`src/rtl/terrain_crater_writer_if.sv`:
```
// Request and terrain-RAM bus of the crater writer.
// The master side is the environment: it issues crater requests and models the terrain RAM.
// The slave side is the crater writer itself.
interface terrain_crater_writer_if #(
    parameter int ROWS = 480
);
    logic            req_valid;
    logic            req_ready;
    logic [9:0]      req_x;
    logic [9:0]      req_y;
    logic [5:0]      req_radius;
    logic            busy;
    logic            done;
    logic [9:0]      ram_addr;
    logic            ram_rd_en;
    logic [ROWS-1:0] ram_rdata;
    logic            ram_we;
    logic [ROWS-1:0] ram_wdata;

    modport master (
        output req_valid, req_x, req_y, req_radius, ram_rdata,
        input  req_ready, busy, done, ram_addr, ram_rd_en, ram_we, ram_wdata
    );

    modport slave (
        input  req_valid, req_x, req_y, req_radius, ram_rdata,
        output req_ready, busy, done, ram_addr, ram_rd_en, ram_we, ram_wdata
    );
endinterface

```
`src/rtl/terrain_crater_writer.sv`:
```
// Carves a circular crater out of a column-organised terrain bitmap.
// For each column in the crater's x span, the block first searches for the largest
// half-height h with h^2 + dx^2 <= r^2. It then reads the column word and writes it
// back with rows cy-h..cy+h cleared. Bits are only ever cleared, never set.
module terrain_crater_writer #(
    parameter int COLS = 640,
    parameter int ROWS = 480
) (
    input  logic                   clk,
    input  logic                   Reset_n,
    terrain_crater_writer_if.slave bus
);
    localparam logic [2:0] S_IDLE   = 3'd0;
    localparam logic [2:0] S_CALC_H = 3'd1;
    localparam logic [2:0] S_READ   = 3'd2;
    localparam logic [2:0] S_WAIT   = 3'd3;
    localparam logic [2:0] S_WRITE  = 3'd4;
    localparam logic [2:0] S_NEXT   = 3'd5;
    localparam logic [2:0] S_DONE   = 3'd6;

    localparam logic [11:0] COL_LAST = 12'(COLS - 1);

    logic [2:0]      state_q, state_d;
    logic [9:0]      cx_q, cx_d;
    logic [9:0]      cy_q, cy_d;
    logic [5:0]      r_q, r_d;
    logic [5:0]      h_q, h_d;
    logic [9:0]      x_cur_q, x_cur_d;
    logic [9:0]      x_end_q, x_end_d;
    logic [ROWS-1:0] col_q, col_d;

    logic signed [11:0] x_lo;
    logic [11:0]        x_hi;
    logic [11:0]        x_start;
    logic [11:0]        x_stop;
    logic               skip;
    logic [9:0]         dx;
    logic [12:0]        h_dx_sq;
    logic [12:0]        r_sq;
    logic               outside;
    logic signed [11:0] row_lo;
    logic [11:0]        row_hi;
    logic [ROWS-1:0]    mask;

    // Column span of an incoming request, clipped to the terrain width
    always_comb begin
        x_lo    = $signed({2'b00, bus.req_x}) - $signed({6'd0, bus.req_radius});
        x_hi    = {2'b00, bus.req_x} + {6'd0, bus.req_radius};
        x_start = x_lo[11] ? 12'd0 : $unsigned(x_lo);
        x_stop  = (x_hi > COL_LAST) ? COL_LAST : x_hi;
        skip    = x_start > x_stop;
    end

    // Circle test for the current column; dx never exceeds r, so 13 bits cannot overflow
    always_comb begin
        dx      = (x_cur_q >= cx_q) ? (x_cur_q - cx_q) : (cx_q - x_cur_q);
        h_dx_sq = 13'(h_q) * 13'(h_q) + 13'(dx) * 13'(dx);
        r_sq    = 13'(r_q) * 13'(r_q);
        outside = h_dx_sq > r_sq;
    end

    // Rows to clear in the current column; rows below 0 or above ROWS-1 simply fall outside the word
    always_comb begin
        row_lo = $signed({2'b00, cy_q}) - $signed({6'd0, h_q});
        row_hi = {2'b00, cy_q} + {6'd0, h_q};
        for (int y = 0; y < ROWS; y++) begin
            mask[y] = ($signed(12'(y)) >= row_lo) && (12'(y) <= row_hi);
        end
    end

    // Next-state and datapath update for the crater walk
    always_comb begin
        // NOTE: every signal gets a default before the case so no path leaves it unassigned, which would infer a latch.
        state_d = state_q;
        cx_d    = cx_q;
        cy_d    = cy_q;
        r_d     = r_q;
        h_d     = h_q;
        x_cur_d = x_cur_q;
        x_end_d = x_end_q;
        col_d   = col_q;
        case (state_q)
            S_IDLE: begin
                if (bus.req_valid) begin
                    cx_d    = bus.req_x;
                    cy_d    = bus.req_y;
                    r_d     = bus.req_radius;
                    h_d     = bus.req_radius;
                    x_cur_d = x_start[9:0];
                    x_end_d = x_stop[9:0];
                    state_d = skip ? S_DONE : S_CALC_H;
                end
            end
            S_CALC_H: begin
                if (outside) begin
                    h_d = h_q - 6'd1;
                end else begin
                    state_d = S_READ;
                end
            end
            S_READ:  state_d = S_WAIT;
            S_WAIT: begin
                col_d   = bus.ram_rdata;
                state_d = S_WRITE;
            end
            S_WRITE: state_d = S_NEXT;
            S_NEXT: begin
                if (x_cur_q == x_end_q) begin
                    state_d = S_DONE;
                end else begin
                    x_cur_d = x_cur_q + 10'd1;
                    h_d     = r_q;
                    state_d = S_CALC_H;
                end
            end
            S_DONE:  state_d = S_IDLE;
            default: state_d = S_IDLE;
        endcase
    end

    // State registers; reset abandons any crater in progress
    always_ff @(posedge clk or negedge Reset_n) begin
        if (!Reset_n) begin
            state_q <= S_IDLE;
            cx_q    <= '0;
            cy_q    <= '0;
            r_q     <= '0;
            h_q     <= '0;
            x_cur_q <= '0;
            x_end_q <= '0;
            col_q   <= '0;
        end else begin
            // NOTE: non-blocking assignments so every register samples pre-edge values, independent of statement order.
            state_q <= state_d;
            cx_q    <= cx_d;
            cy_q    <= cy_d;
            r_q     <= r_d;
            h_q     <= h_d;
            x_cur_q <= x_cur_d;
            x_end_q <= x_end_d;
            col_q   <= col_d;
        end
    end

    // Outputs decode straight from the state, so reset clears them immediately
    assign bus.req_ready = (state_q == S_IDLE);
    assign bus.busy      = (state_q != S_IDLE);
    assign bus.done      = (state_q == S_DONE);
    assign bus.ram_rd_en = (state_q == S_READ);
    assign bus.ram_we    = (state_q == S_WRITE);
    assign bus.ram_addr  = ((state_q == S_READ) || (state_q == S_WRITE)) ? x_cur_q : '0;
    assign bus.ram_wdata = (state_q == S_WRITE) ? (col_q & ~mask) : '0;
endmodule

```
`src/flat_wrapper.sv`:
```
// flat-port wrapper written by rule: the top's interface ports become plain ports
module terrain_crater_writer_flat 
#(
    parameter int COLS = 640,
    parameter int ROWS = 480
)
  (clk, Reset_n, bus_req_valid, bus_req_x, bus_req_y, bus_req_radius, bus_ram_rdata, bus_req_ready, bus_busy, bus_done, bus_ram_addr, bus_ram_rd_en, bus_ram_we, bus_ram_wdata);
  terrain_crater_writer_if #(.ROWS(ROWS)) bus_i ();
  input  logic clk;
  input  logic Reset_n;
  input wire logic [$bits(bus_i.req_valid)-1:0] bus_req_valid;
  input wire logic [$bits(bus_i.req_x)-1:0] bus_req_x;
  input wire logic [$bits(bus_i.req_y)-1:0] bus_req_y;
  input wire logic [$bits(bus_i.req_radius)-1:0] bus_req_radius;
  input wire logic [$bits(bus_i.ram_rdata)-1:0] bus_ram_rdata;
  output wire logic [$bits(bus_i.req_ready)-1:0] bus_req_ready;
  output wire logic [$bits(bus_i.busy)-1:0] bus_busy;
  output wire logic [$bits(bus_i.done)-1:0] bus_done;
  output wire logic [$bits(bus_i.ram_addr)-1:0] bus_ram_addr;
  output wire logic [$bits(bus_i.ram_rd_en)-1:0] bus_ram_rd_en;
  output wire logic [$bits(bus_i.ram_we)-1:0] bus_ram_we;
  output wire logic [$bits(bus_i.ram_wdata)-1:0] bus_ram_wdata;
  assign bus_i.req_valid = bus_req_valid;
  assign bus_i.req_x = bus_req_x;
  assign bus_i.req_y = bus_req_y;
  assign bus_i.req_radius = bus_req_radius;
  assign bus_i.ram_rdata = bus_ram_rdata;
  assign bus_req_ready = bus_i.req_ready;
  assign bus_busy = bus_i.busy;
  assign bus_done = bus_i.done;
  assign bus_ram_addr = bus_i.ram_addr;
  assign bus_ram_rd_en = bus_i.ram_rd_en;
  assign bus_ram_we = bus_i.ram_we;
  assign bus_ram_wdata = bus_i.ram_wdata;
  terrain_crater_writer #(.COLS(COLS), .ROWS(ROWS)) u_core (.clk(clk), .Reset_n(Reset_n), .bus(bus_i));
endmodule
```
`config.mk`:
```
export PLATFORM = sky130hd
export DESIGN_NAME = terrain_crater_writer_flat
export DESIGN_NICKNAME = d
export VERILOG_FILES = /design/src/rtl/terrain_crater_writer_if.sv /design/src/rtl/terrain_crater_writer.sv /design/src/flat_wrapper.sv
export SDC_FILE = /design/constraint.sdc
export NUM_CORES = 2
export LEC_CHECK = 0
export BUFFER_PORTS_ARGS = -buffer_cell sky130_fd_sc_hd__buf_2
export CORE_AREA = 5 5 383 385
export CTS_BUF_LIST = sky130_fd_sc_hd__clkbuf_4 sky130_fd_sc_hd__clkbuf_8
export DETAILED_ROUTE_END_ITERATION = 8
export DIE_AREA = 0 0 388 390
export GPL_ROUTABILITY_DRIVEN = 0
export PLACE_DENSITY_LB_ADDON = 0.05
export SLEW_MARGIN = 10
export SYNTH_ARGS = -nofsm -noshare
export SYNTH_HDL_FRONTEND = slang
export SYNTH_SLANG_ARGS = --single-unit
```
`constraint.sdc`:
```
create_clock -name clk -period 23.3 [get_ports clk]
set_input_delay 2.33 -clock clk [delete_from_list [all_inputs] [get_ports clk]]
set_output_delay 2.33 -clock clk [all_outputs]
set_load 0.02 [all_outputs]
```
==> results.md <==
* Result of the run: complete, but fails checks
* Violated checks: design-rule violations, max-capacitance violations, max-slew violations
* Remaining antenna violation count at 0
* Final setup violation count at 0
* Count of routing violations after the opening detailed-route iteration at 6531
* Tightest Pin Transition at between 1.5 and 2 ns
* Count of state elements after synthesis at between 500 and 600
* Total of cells resized after clock tree synthesis at 0
* Row Count at 139
* Number of distinct library cells after synthesis at 96
* Arrival @ worst endpoint at between 7 and 8 ns
* Syn Area/Cell at ~8.7 um^2
* Number of clock buffers inserted by TritonCTS at between 100 and 150
* Post-detailed-route via-to-cell ratio at roughly 6
* Antenna violations before repair at 147
* RSZ-0062 raised after global routing: no
* Share of synthesized area occupied by flip-flops and latches at 0.3334
* Slowest cell on the critical path: nor2_1
* Capture instance of the worst register-to-register path: u_core.h_q[3]
* Die area at approximately 150000 um^2
* Maximum number of buffers from clock root to sink at 3
* Via count of the first global-routing pass at 44180
* Post-synthesis instance area at about 40000 um^2
* Critical path launch point type: flop
* Post-CTS clock slew at the launch and capture registers of the worst setup and hold paths at 0.06 ns
* Number of levels in the clock H-tree at 3
* Critical setup path kind: reg -> out
* Core region area at roughly 140000 um^2
* Die Span Y at 390 um
* Starting Density at 0.2812
* Width of the chip at around 390 um
* Capture endpoint of the worst hold path: u_core.col_q[236]
* Sum of overflow across all layers after global routing at 0
* Number of nets in the finished design at 6263
* Reg2reg setup slack at between 10 and 15 ns
* Largest incremental delay on the critical path at slightly below 1 ns
* Required @ worst endpoint at 20.97 ns
* Synth Flop Type: dfrtp_1
* Classification of the worst-slack hold path: reg -> reg
* Depth of the worst hold-timing path at 1
* Post-detail-place hpwl at 232800 um
* Number of ports placed on the die boundary at around 1000
* Most frequent cells in the layout: buf_2, dfrtp_1, mux2_2, nand2_1, a21oi_1
* Number of setup buffers added after CTS at 0
* Category of the worst setup path capture point: output port
* Number of enable-type register cells in the synthesized netlist at 0
* Total DRC errors in the routed layout at 65
* Async set or reset register ratio after synthesis at 1.000
* Post-Synthesis Cells at 4635
* Post-synthesis to final-layout area growth at 24.83%
* Final wirelength at just over 300000 um
* CTS tree: done
* Wire length of the first global-routing pass at between 300000 and 400000 um
* Library cell appearing most often on the critical path: nor2_1
* Slew HR at -0.03501
* WL per Instance at about 40 um
* Achievable frequency at 98.34 MHz
* Overall via count from detail_route at around 46000
* Worst Reg2Reg Path Length in Cells at 32
* Launch point of the worst reg-to-reg path: u_core.x_cur_q[0]
* Count of endpoints failing hold in the final timing report at 0
* Post-route setup TNS at 0 ns
* Yosys warning count at 0
* CTS Hold Buffers Added at 0
* Net count after synthesis at around 5400
* Clock skew after layout at 0.06571 ns
* Min Tclk post-route at a little over 10 ns
* Number of maximum-capacitance violations at 1
* Crit path max fanout at 24
* Clock net sink count at around 540
* Max Slew Vio Count at 6
* Min-Delay Startpoint: u_core.col_q[236]
* Worst-skew pair later-pin latency at about 0.91 ns
* Total global-route track usage at 0.3788
* Maximum number of pins on one net before global-route repair at 139
* DRT Pass-1 Iters at 9
* Fraction of final layout cells sized beyond drive strength 1 at 0.3501
* Final clock period utilization by the worst path at 0.4364
* # port buffers at approximately 1000
* Root cell of the clock tree: clkbuf_8
* Most common cell after layout, fill and taps aside: buf_2
* List of cells traversed by the critical path: clkinv_1 > ha_1 > o21bai_1 > a21o_1 > and3_1 > nand2_2 > nor2_1 > nand2_1 > nor2_1 > o221ai_1 > a21oi_1 > buf_2
-- how the worst max path moves through the flow --
stage | to | start
5_1_grt | u_core.h_q[3] | u_core.x_cur_q[0]
3_3_place_gp | u_core.h_q[1] | u_core.x_cur_q[0]
2_1_floorplan | u_core.h_q[0] | u_core.x_cur_q[5]
3_5_place_dp | u_core.h_q[2] | u_core.x_cur_q[0]
4_1_cts | u_core.h_q[3] | u_core.x_cur_q[0]
6_report | bus_ram_wdata[101] | u_core.h_q[3]
-- cell type report --
type                       instances  area (um^2)
tap                             1903         2381
multi-input combinational       3559        24940
timing repair buffer            1147         6111
sequential                       535        13390
clock buffer                     178         2187
antenna                           69        172.7
fill                           15460        92660
clock inverter                    21        212.7
inverter                         192        728.2
-- routing by layer --
metal	wire length, um	vias to the layer above	GRT usage
met5	521	-	0.008293
met4	25150	70	0.2467
met3	39320	1151	0.1839
met2	127900	3527	0.5639
met1	109900	22780	0.4317
li1	-	18570	-
-- through the flow --
| stage | instance area, um^2 | setup slack [ns] | util | hold slack [ns] | std cells |
|---|---|---|---|---|---|
| finish | 50120 | 13.13 | 0.3510 | 0.4935 | 7604 |
| global route | 50040 | 12.76 | 0.3505 | 0.5035 | 7572 |
| CTS | 49920 | 13.39 | 0.3496 | 0.4960 | 7535 |
| detailed placement | 47520 | 13.43 | 0.3328 | 0.4840 | 7336 |
| global placement | 47510 | 13.59 | 0.3328 | 0.4784 | 7336 |
| floorplan | 40150 | 15.00 | - | 0.4692 | 4635 |
-- cell usage after synthesis (8+ instances only) --
| cell type | n | share of area |
|---|---|---|
| xor2_1 | 19 | 0.0041 |
| a22oi_1 | 8 | 0.0015 |
| dfrtp_1 | 535 | 0.33 |
| nor2b_1 | 23 | 0.0036 |
| ha_1 | 130 | 0.041 |
| buf_2 | 61 | 0.0076 |
| nand2_1 | 418 | 0.039 |
| a211oi_1 | 14 | 0.0026 |
| mux2_2 | 482 | 0.14 |
| buf_4 | 10 | 0.0019 |
| mux2i_1 | 16 | 0.0040 |
| nor3_1 | 65 | 0.0081 |
| fa_1 | 79 | 0.039 |
| nand3_1 | 87 | 0.011 |
| o211ai_1 | 24 | 0.0045 |
| nand2b_1 | 28 | 0.0044 |
| clkbuf_1 | 257 | 0.024 |
| and3_1 | 193 | 0.030 |
| o22ai_1 | 70 | 0.011 |
| o31ai_1 | 23 | 0.0043 |
| nor2_1 | 433 | 0.040 |
| o21bai_1 | 13 | 0.0024 |
| nor4_1 | 17 | 0.0026 |
| o21ai_0 | 413 | 0.051 |
| a21oi_1 | 426 | 0.053 |
| o211a_1 | 47 | 0.012 |
| or2_2 | 15 | 0.0023 |
| and2_1 | 24 | 0.0037 |
| or3_1 | 13 | 0.0020 |
| o21ai_1 | 21 | 0.0026 |
| xnor2_1 | 54 | 0.012 |
| nand4_1 | 20 | 0.0031 |
| o311a_1 | 75 | 0.019 |
| o21a_1 | 27 | 0.0050 |
| nor2_2 | 13 | 0.0020 |
| buf_1 | 19 | 0.0018 |
| a21o_1 | 31 | 0.0058 |
| a31oi_1 | 81 | 0.013 |
| inv_1 | 189 | 0.018 |
| o311ai_0 | 8 | 0.0017 |
| o221ai_1 | 21 | 0.0046 |
-- kinds of logic (layout without fill, tap and decap cells) --
logic type	Yosys count	after routing	synth area share
other cells	0	69	0
flops	535	535	0.3334
buf+inv	541	1538	0.05363
compound gates	1394	1394	0.2174
simple gates	1383	1383	0.1598
mux	498	498	0.1392
fa+ha+maj	209	209	0.07990
xor+xnor	75	75	0.01673
-- registers in the layout, summed over array words and instances, names as in the netlist --
| signal | flops |
|---|---|
| u_core.x_end_q | 10 |
| u_core.x_cur_q | 10 |
| u_core.cx_q | 10 |
| u_core.cy_q | 10 |
| u_core.state_q | 3 |
| u_core.h_q | 6 |
| u_core.col_q | 480 |
| u_core.r_q | 6 |
-- worst max-delay path, delay by kind of cell, from the launching register on --
kind | cells | cell delay, ns
compound gates | 4 | 1.77
fa+ha+maj | 1 | 0.83
buf+inv | 2 | 0.64
flops | 1 | 0.45
simple gates | 5 | 3.30
Power is not shown: default switching activity piles up to over one toggle a cycle in this logic, so the estimate is an artifact.
